### src/rtl/prod_result_buffer_if.sv
// prod_result_buffer_if: handshake and status bundle for the product result buffer
// master: producer/consumer side, drives in_valid/mode/product/clear/rd_req
// slave : buffer side, drives in_ready/rd_valid/rd_data/count/full/empty/overflow/checksum
interface prod_result_buffer_if #(
   parameter int DEPTH = 32,
   parameter int AW    = 5
);
   logic          in_valid;
   logic          in_ready;
   logic [1:0]    mode;
   logic [31:0]   product;
   logic          clear;
   logic          rd_req;
   logic          rd_valid;
   logic [31:0]   rd_data;
   logic [AW:0]   count;
   logic          full;
   logic          empty;
   logic          overflow;
   logic [31:0]   checksum;
   modport master (
      output in_valid, mode, product, clear, rd_req,
      input  in_ready, rd_valid, rd_data, count, full, empty, overflow, checksum
   );
   modport slave (
      input  in_valid, mode, product, clear, rd_req,
      output in_ready, rd_valid, rd_data, count, full, empty, overflow, checksum
   );
endinterface

### src/rtl/prod_result_buffer.sv
// prod_result_buffer: normalising 32-entry circular FIFO for multiplier products
// clk_i  : rising-edge clock
// rst_ni : asynchronous active-low reset (pointers, status and outputs only; memory is not reset)
// bus    : prod_result_buffer_if.slave (write handshake, clear, registered read port, status)
// Optional PROD_CHECKSUM_EN: running modulo-2^32 sum of accepted words on bus.checksum
module prod_result_buffer #(
   parameter int DEPTH = 32,
   parameter int AW    = 5
) (
   input logic                 clk_i,
   input logic                 rst_ni,
   prod_result_buffer_if.slave bus
);
   logic [31:0]   mem_q [DEPTH];
   logic [AW-1:0] wr_ptr_q, wr_ptr_d, rd_ptr_q, rd_ptr_d;
   logic [AW:0]   count_q, count_d;
   logic          rd_valid_q, rd_valid_d, ovf_q, ovf_d;
   logic [31:0]   rd_data_q, rd_data_d, norm;
   logic          full, empty, wr_en, rd_en;

   assign full  = count_q == (AW+1)'(DEPTH);
   assign empty = count_q == '0;
   // clear wins over both transfers in the same cycle
   assign wr_en = bus.in_valid && !full && !bus.clear;
   assign rd_en = bus.rd_req && !empty && !bus.clear;

   // mode 3 falls through to the unsigned 8x8 form
   always_comb begin
      norm = bus.mode == 2'd2 ? bus.product :
             bus.mode == 2'd1 ? {{16{bus.product[15]}}, bus.product[15:0]} :
                                {16'h0, bus.product[15:0]};
   end

   always_comb begin
      wr_ptr_d   = bus.clear ? '0 : wr_en ? wr_ptr_q + AW'(1) : wr_ptr_q;
      rd_ptr_d   = bus.clear ? '0 : rd_en ? rd_ptr_q + AW'(1) : rd_ptr_q;
      count_d    = bus.clear ? '0 : count_q + (AW+1)'(wr_en) - (AW+1)'(rd_en);
      ovf_d      = bus.clear ? 1'b0 : ovf_q | (bus.in_valid & full);
      rd_valid_d = rd_en;
      rd_data_d  = rd_en ? mem_q[rd_ptr_q] : rd_data_q;
   end

   always_ff @(posedge clk_i or negedge rst_ni) begin
      if (!rst_ni) begin
         wr_ptr_q   <= '0;
         rd_ptr_q   <= '0;
         count_q    <= '0;
         ovf_q      <= 1'b0;
         rd_valid_q <= 1'b0;
         rd_data_q  <= '0;
      end else begin
         wr_ptr_q   <= wr_ptr_d;
         rd_ptr_q   <= rd_ptr_d;
         count_q    <= count_d;
         ovf_q      <= ovf_d;
         rd_valid_q <= rd_valid_d;
         rd_data_q  <= rd_data_d;
      end
   end

   always_ff @(posedge clk_i) begin
      if (wr_en) mem_q[wr_ptr_q] <= norm;
   end

`ifdef PROD_CHECKSUM_EN
   logic [31:0] chk_q, chk_d;

   always_comb begin
      chk_d = bus.clear ? '0 : wr_en ? chk_q + norm : chk_q;
   end

   always_ff @(posedge clk_i or negedge rst_ni) begin
      if (!rst_ni) chk_q <= '0;
      else         chk_q <= chk_d;
   end

   assign bus.checksum = chk_q;
`else
   assign bus.checksum = 32'h0;
`endif

   assign bus.in_ready = !full;
   assign bus.full     = full;
   assign bus.empty    = empty;
   assign bus.count    = count_q;
   assign bus.overflow = ovf_q;
   assign bus.rd_valid = rd_valid_q;
   assign bus.rd_data  = rd_data_q;
endmodule

### src/flat_wrapper.sv
// flat-port wrapper written by rule: the top's interface ports become plain ports
module prod_result_buffer_flat 
#(
   parameter int DEPTH = 32,
   parameter int AW    = 5
)
  (clk_i, rst_ni, bus_in_valid, bus_mode, bus_product, bus_clear, bus_rd_req, bus_in_ready, bus_rd_valid, bus_rd_data, bus_count, bus_full, bus_empty, bus_overflow, bus_checksum);
  prod_result_buffer_if #(.DEPTH(DEPTH), .AW(AW)) bus_i ();
  input logic clk_i;
  input logic rst_ni;
  input wire logic [$bits(bus_i.in_valid)-1:0] bus_in_valid;
  input wire logic [$bits(bus_i.mode)-1:0] bus_mode;
  input wire logic [$bits(bus_i.product)-1:0] bus_product;
  input wire logic [$bits(bus_i.clear)-1:0] bus_clear;
  input wire logic [$bits(bus_i.rd_req)-1:0] bus_rd_req;
  output wire logic [$bits(bus_i.in_ready)-1:0] bus_in_ready;
  output wire logic [$bits(bus_i.rd_valid)-1:0] bus_rd_valid;
  output wire logic [$bits(bus_i.rd_data)-1:0] bus_rd_data;
  output wire logic [$bits(bus_i.count)-1:0] bus_count;
  output wire logic [$bits(bus_i.full)-1:0] bus_full;
  output wire logic [$bits(bus_i.empty)-1:0] bus_empty;
  output wire logic [$bits(bus_i.overflow)-1:0] bus_overflow;
  output wire logic [$bits(bus_i.checksum)-1:0] bus_checksum;
  assign bus_i.in_valid = bus_in_valid;
  assign bus_i.mode = bus_mode;
  assign bus_i.product = bus_product;
  assign bus_i.clear = bus_clear;
  assign bus_i.rd_req = bus_rd_req;
  assign bus_in_ready = bus_i.in_ready;
  assign bus_rd_valid = bus_i.rd_valid;
  assign bus_rd_data = bus_i.rd_data;
  assign bus_count = bus_i.count;
  assign bus_full = bus_i.full;
  assign bus_empty = bus_i.empty;
  assign bus_overflow = bus_i.overflow;
  assign bus_checksum = bus_i.checksum;
  prod_result_buffer #(.DEPTH(DEPTH), .AW(AW)) u_core (.clk_i(clk_i), .rst_ni(rst_ni), .bus(bus_i));
endmodule
### config.mk
export PLATFORM = sky130hd
export DESIGN_NAME = prod_result_buffer_flat
export DESIGN_NICKNAME = d
export VERILOG_FILES = /design/src/rtl/prod_result_buffer_if.sv /design/src/rtl/prod_result_buffer.sv /design/src/flat_wrapper.sv
export SDC_FILE = /design/constraint.sdc
export NUM_CORES = 1
export LEC_CHECK = 0
export BUFFER_PORTS_ARGS = -buffer_cell sky130_fd_sc_hd__buf_2
export CAP_MARGIN = 40
export CELL_PAD_IN_SITES_DETAIL_PLACEMENT = 0
export CELL_PAD_IN_SITES_GLOBAL_PLACEMENT = 1
export CORE_MARGIN = 10
export CORE_UTILIZATION = 55
export DETAILED_ROUTE_END_ITERATION = 8
export HOLD_SLACK_MARGIN = 0.03
export PLACE_DENSITY_LB_ADDON = 0.12
export SLEW_MARGIN = 20
export SYNTH_ARGS = -nofsm -noshare
export SYNTH_HDL_FRONTEND = slang
export SYNTH_SLANG_ARGS = --single-unit
### constraint.sdc
create_clock -name clk_i -period 3.9 [get_ports clk_i]
set_input_delay 0 -clock clk_i [delete_from_list [all_inputs] [get_ports clk_i]]
set_output_delay 0 -clock clk_i [all_outputs]
set_load 0.05 [all_outputs]
* After elaboration in Yosys (flattened, before gate mapping)
Memory sizes are Yosys's and may differ from the RTL's. A register that Yosys moved wholly into a read port is not among the register bits.
Index checks and enable logic that the tools add are counted.
** Word-level totals
- Bits in registers :: 18
- Memory bits (writable) :: 1024
- Bits of input ports :: 39
- Output and inout bits :: 75
- Memories :: 1
** Memories
- u_core.mem_q :: words 32, bits a word 32, rd ports 1, clocked after memory_dff 1, wr ports 1, line prod_result_buffer.sv:14 : logic [31:0] mem_q [DEPTH];
** Operators by class
- Add/sub/neg operators :: 4
- Equal/unequal tests :: 3
- Multiplexer cells :: 10
- Bitwise logic cells :: 2
- Reductions and logical operators :: 11
** Operators with widths (count)
- 32-bit two-way mux :: 2
- 5-bit two-way mux :: 4
- 5-bit by 1-bit adder with 5-bit output, second input constant :: 2
- 6-bit by 1-bit adder with 6-bit output :: 1
- 6-bit equality test, second input constant :: 1
- 6-bit logical NOT :: 1
- 6-bit two-way mux :: 1
- 6-bit by 1-bit subtractor with 6-bit output :: 1
- 1-bit logical AND :: 4
- 1-bit logical NOT :: 4
- 2-bit nonzero test :: 2
- 1-bit two-way mux :: 3
- 2-bit by 1-bit equality test with 1-bit output, second input constant :: 1
- 2-bit equality test, second input constant :: 1
- 1-bit bitwise AND :: 1
- 1-bit OR :: 1

* Longest topological paths before layout
- Depth in word-level cells :: 7
- Depth in mapped cells :: 17
- Depth with buffers taken out :: 15

* Least setup slack after synthesis
Ideal clock, no wire load.
- Path kind :: register to register
- From :: register u_core.count_q[4], in the netlist u_core.bus.count[4]
- To :: register u_core.count_q[5], in the netlist u_core.bus.count[5]
- Setup time :: 125 ps
- Data arrival time :: 4245 ps
- Slack :: -470 ps
- Cell stages (with the launch flop) :: 11
- Buffers on the path :: 0
- Period minus slack after synthesis :: 4370 ps
- Path through :: dfrtp_1 inv_1 ha_1 nor4bb_1 nor3b_1 ha_1 a21o_1 a21oi_1 o21bai_1 a21oi_1 mux2_2
** Between the ends
- Word-level cells in the longest chain between the ends :: 7
- Elaborated cells between the ends (all ways) :: 11
- Those cells by class :: 2 x add/sub; 1 x eq/ne; 1 x mux; 7 x reduce/logical
** Ends and longest elaborated chain
- from (decl) :: line prod_result_buffer.sv:16 : logic [AW:0] count_q, count_d;
- from (signal assigned) :: line prod_result_buffer.sv:54 : count_q <= count_d;
- 6-bit equality test :: line prod_result_buffer.sv:21 : assign full = count_q == (AW+1)'(DEPTH);
- via bus_full :: line flat_wrapper.sv:20 : output wire logic [$bits(bus_i.full)-1:0] bus_full;
- 1-bit logical NOT :: line prod_result_buffer.sv:24 : assign wr_en = bus.in_valid && !full && !bus.clear;
- 1-bit logical AND (2 in a row) :: line prod_result_buffer.sv:24
- 6-bit by 1-bit adder with 6-bit output :: line prod_result_buffer.sv:37 : count_d = bus.clear ? '0 : count_q + (AW+1)'(wr_en) - (AW+1)'(rd_en);
- 6-bit by 1-bit subtractor with 6-bit output :: line prod_result_buffer.sv:37
- 6-bit two-way mux :: line prod_result_buffer.sv:37
- via u_core.count_d[5] :: line prod_result_buffer.sv:16
The timed path passes the listed nets, and every way through them passes these cells.
A chain may end at the register's enable or synchronous reset.

* Worst setup path in the final report
- From :: register u_core.count_q[2], in the netlist u_core.bus.count[2]
- To :: register u_core.count_q[5], in the netlist u_core.bus.count[5]
** Between the ends
- Elaborated cells between the ends (all ways) :: 11
- Those cells by class :: 2 x add/sub; 1 x eq/ne; 1 x mux; 7 x reduce/logical
** RTL lines
- 6-bit logical NOT :: line prod_result_buffer.sv:22 : assign empty = count_q == '0;
- 1-bit logical NOT :: line prod_result_buffer.sv:25 : assign rd_en = bus.rd_req && !empty && !bus.clear;
- 1-bit logical AND (2 in a row) :: line prod_result_buffer.sv:25
- via u_core.rd_en :: line prod_result_buffer.sv:19 : logic full, empty, wr_en, rd_en;
- 6-bit by 1-bit subtractor with 6-bit output :: line prod_result_buffer.sv:37
- 6-bit two-way mux :: line prod_result_buffer.sv:37
- via u_core.count_d[5] :: line prod_result_buffer.sv:16
The timed path passes the listed nets, and every way through them passes these cells.

==> impl_summary.txt <==
----------------------------------------------------
[Clocking]
  Deepest level of the CTS H-tree ... 3
  Number of buffers inserted to repair setup after CTS ... 0
  Number of clock sinks ... 1,074
  Later-pin clock latency in the skew report ... approximately 0.66 ns
  Clk root buf ... sky130_fd_sc_hd__clkbuf_16
  Worst-path clk slew ... roughly 0.060 ns
  Maximum clock path buffer count ... 3
  Number of CTS-inserted buffers ... 107
  CTS tree ... yes

[GRT]
  Initial antenna violation count ... 1
  Tot GR Track Use ... 23.59%
  Largest net degree at the start of global routing ... 74
  Congestion Overflow GR ... 0
  Number of global-route vias before repair ... about 22,000
  First-pass GRT wire length ... between 150,000 and 200,000 µm

[Run status]
  Outcome ... finished clean

[Timing]
  Pin slew with the least headroom to its limit ... between 0.8 and 0.9 ns
  Count of final hold-check violations ... 0
  Worst slew slack as a fraction of its limit ... between 40 and 50%
  Max-slew violation count ... 0
  Highest clock rate ... 0.2926 GHz
  Setup Viol. Count Final ... 0
  RSZ-0062 raised after global routing ... no
  Setup TNS after final layout ... 0 ns
  Fraction of the cycle the final worst path needs ... 87.64%
  Max Clock Skew ... 0.01918 ns
  Crit path time final ... between 3 and 4 ns

[Critical path]
  Startpoint Class ... flop
  Worst Path Required ... approximately 4.4 ns
  Data arrival time of the worst path ... between 3 and 4 ns
  Highest-delay cell along the critical path ... sky130_fd_sc_hd__nor2b_1
  CP cell instances ... inv_1, ha_1, and4bb_1, nor2b_1, nand2b_4, inv_1, ha_1, inv_1, ha_1, a21o_1, a21oi_1, o21bai_1, a21oi_1, mux2_2
  Crit end category ... flop
  Setup Crit Path Kind ... flop to flop
  Path depth of the worst reg2reg path ... 14
  Maximum cell stage delay along the critical path ... 0.47 ns
  Crit-path max FO ... 18

[Synth]
  Syn Std Cell Area ... 0.04253 mm²
  Number of register bits inferred by synthesis ... between 1,000 and 1,500
  Most frequently used cell type in the post-synthesis netlist ... sky130_fd_sc_hd__edfxtp_1
  Ys flop type ... sky130_fd_sc_hd__edfxtp_1
  Post-Synthesis Cells ... ~2,100
  Leading cell types by count after synthesis ... sky130_fd_sc_hd__edfxtp_1, sky130_fd_sc_hd__mux2i_1, sky130_fd_sc_hd__mux4_2
  Syn avg cell area ... around 20 µm²
  Async S/R FF share, synth ... 4.655%
  Register area share after synthesis ... between 70 and 80%
  Fraction of synthesized cell area taken by the top area cell type ... 72.30%
  Distinct cells, synth ... 44
  Number of enable flip-flop cells after synthesis ... just over 1,000
  Warnings, synthesis ... 0
  Main area contributors after synthesis ... sky130_fd_sc_hd__edfxtp_1, sky130_fd_sc_hd__mux4_2, sky130_fd_sc_hd__mux2i_1, sky130_fd_sc_hd__dfrtp_1, sky130_fd_sc_hd__mux2_2
  Cell type contributing the most total cell area after synthesis ... sky130_fd_sc_hd__edfxtp_1

[Drt]
  Wire length per cell after detailed routing ... about 31 µm
  Via count ... between 20,000 and 25,000
  Number of vias per cell ... roughly 6
  Residual antenna-violating net count after detailed routing ... 0
  Final WL ... 105,200 µm
  Number of remaining DRC errors ... 0
  Length of the first detailed-routing pass in iterations ... 5
  Number of design-rule violations left by the first detailed-router iteration ... ~2,200

[Floorplanning]
  Initial core utilization ... a little under three fifths
  Boundary pin count ... around 110
  Core region area ... about 0.076 mm²
  Die Outline Area ... 0.08885 mm²
  Die extent in y ... between 200 and 300 µm
  Die Wd ... 298.1 µm
  Site row count ... 101

[Flow run]
  Number of maximum-capacitance violations ... 0

[Pwr]
  Static leakage power ... approximately 16 nW
  Total Power Consumption ... around 0.029 W
  Max VDD drop ... approximately 0.00057 V
  Power density over the cells ... 602.7 mW/mm²

[Placed design]
  Last weighted congestion value of the routability-driven placer ... 0.8137
  Detailed Place HPWL ... between 60,000 and 70,000 µm
  Count of input and output buffers ... slightly above 80

[Finish]
  Proportion of layout cells with a drive suffix above 1 ... between 20% and 30%
  Utilization after layout ... between 60% and 70%
  Layout-stage area growth over the synthesis result ... 14.28%
  Nets ... roughly 2,400

[Min path]
  Class of the tightest hold or removal check ... input pin to asynchronous set/reset pin

----------------------------------------------------
## critical path, delay by kind of cell (launching register included)
family	cells	cell delay, ns
buffers and inverters	3	0.29
adders and majority gates	3	0.65
and+or+nand+nor	3	0.98
DFF	1	0.38
AOI/OAI and AO/OA	4	0.66
muxes	1	0.36
## cell usage in the layout (no fill, tap or decap), types with 43 or more instances in the layout
cell,count
sky130_fd_sc_hd__buf_2,81
sky130_fd_sc_hd__buf_4,88
sky130_fd_sc_hd__clkbuf_1,43
sky130_fd_sc_hd__clkbuf_16,109
sky130_fd_sc_hd__dfrtp_1,45
sky130_fd_sc_hd__edfxtp_1,1024
sky130_fd_sc_hd__mux2_2,65
sky130_fd_sc_hd__mux2i_1,193
sky130_fd_sc_hd__mux4_2,160
sky130_fd_sc_hd__nand2_1,43
## what timing repair did
item                      4_1_cts  5_1_grt
hold buffers                   35        1
gates resized for setup         0        0
hold endpoints to repair      700       32
## final timing paths
| kind | start | end | slack, ns |
|---|---|---|---|
| max | u_core.bus.count[2]$_DFF_PN0_ | u_core.bus.count[5]$_DFF_PN0_ | 0.48 |
| min | rst_ni | u_core.bus.rd_valid$_DFF_PN0_ | 0.07 |
| max reg2reg | u_core.bus.count[2]$_DFF_PN0_ | u_core.bus.count[5]$_DFF_PN0_ | 0.48 |
| min reg2reg | u_core.bus.rd_data[31]$_DFFE_PN0P_ | u_core.bus.rd_data[31]$_DFFE_PN0P_ | 0.49 |
| max in group asynchronous | rst_ni | u_core.bus.rd_data[23]$_DFFE_PN0P_ | 3.07 |
| min in group clk_i | bus_product[27] | u_core.mem_q[11][27]$_DFFE_PP_ | 0.07 |
## routing by layer
metal	share of wire [%]	global-route usage, %	vias up	wire length, µm
met5	0	0	-	0
li1	-	-	8953	-
met3	7.4	4.627	130	7750
met1	42	33.10	11340	44310
met4	2.2	6.303	0	2270
met2	48	37.69	822	50900
## cells by family (layout without fill, tap and decap cells)
logic type	Yosys count	after routing	share of synthesized area, %
flops	1074	1074	75.25
mux	418	418	14.74
compound gates	247	247	4.760
buf+inv	166	457	2.827
simple gates	153	153	1.736
fa+ha+maj	15	15	0.4590
xor+xnor	11	11	0.2265
other cells	1	33	0.008818
## state kept, by name, summed over array words and instances, names as in the netlist
signal / flops
u_core.bus.overflow: 1
u_core.bus.rd_data: 32
u_core.mem_q: 1024
u_core.bus.count: 6
u_core.rd_ptr_q: 5
u_core.bus.rd_valid: 1
u_core.wr_ptr_q: 5
## power breakdown
| group | internal, W | total (W) | switching [W] |
|---|---|---|---|
| registers | 0.0129 | 0.0133 | 0.000343 |
| clock network | 0.00567 | 0.00985 | 0.00418 |
| logic | 0.00265 | 0.00616 | 0.00351 |
## area by class of cell
| class | instances | area (µm²) |
|---|---|---|
| Clock inverter | 36 | 302.8 |
| Inverter | 12 | 45.04 |
| Timing Repair Buffer | 244 | 2156 |
| Sequential cell | 1074 | 32020 |
| Clock buffer | 165 | 3068 |
| Multi-Input combinational cell | 876 | 9722 |
| Antenna cell | 1 | 2.502 |
| Fill cell | 5278 | 27730 |
| Tap cell | 1030 | 1289 |
## stage by stage
| stage | cells | instance area, µm² | worst slack, ns | hold WS, ns |
|---|---|---|---|---|
| floorplan | 2116 | 42650 | 0.08567 | -0.2956 |
| global placement | 3183 | 44580 | 0.6820 | -0.1062 |
| detailed placement | 3198 | 44830 | 0.5452 | -0.1012 |
| CTS | 3434 | 48550 | 0.5253 | 0.03209 |
| global route | 3437 | 48600 | 0.1687 | 0.07824 |
| finish | 3438 | 48600 | 0.4822 | 0.06734 |
(Power assumes the default switching activity.)
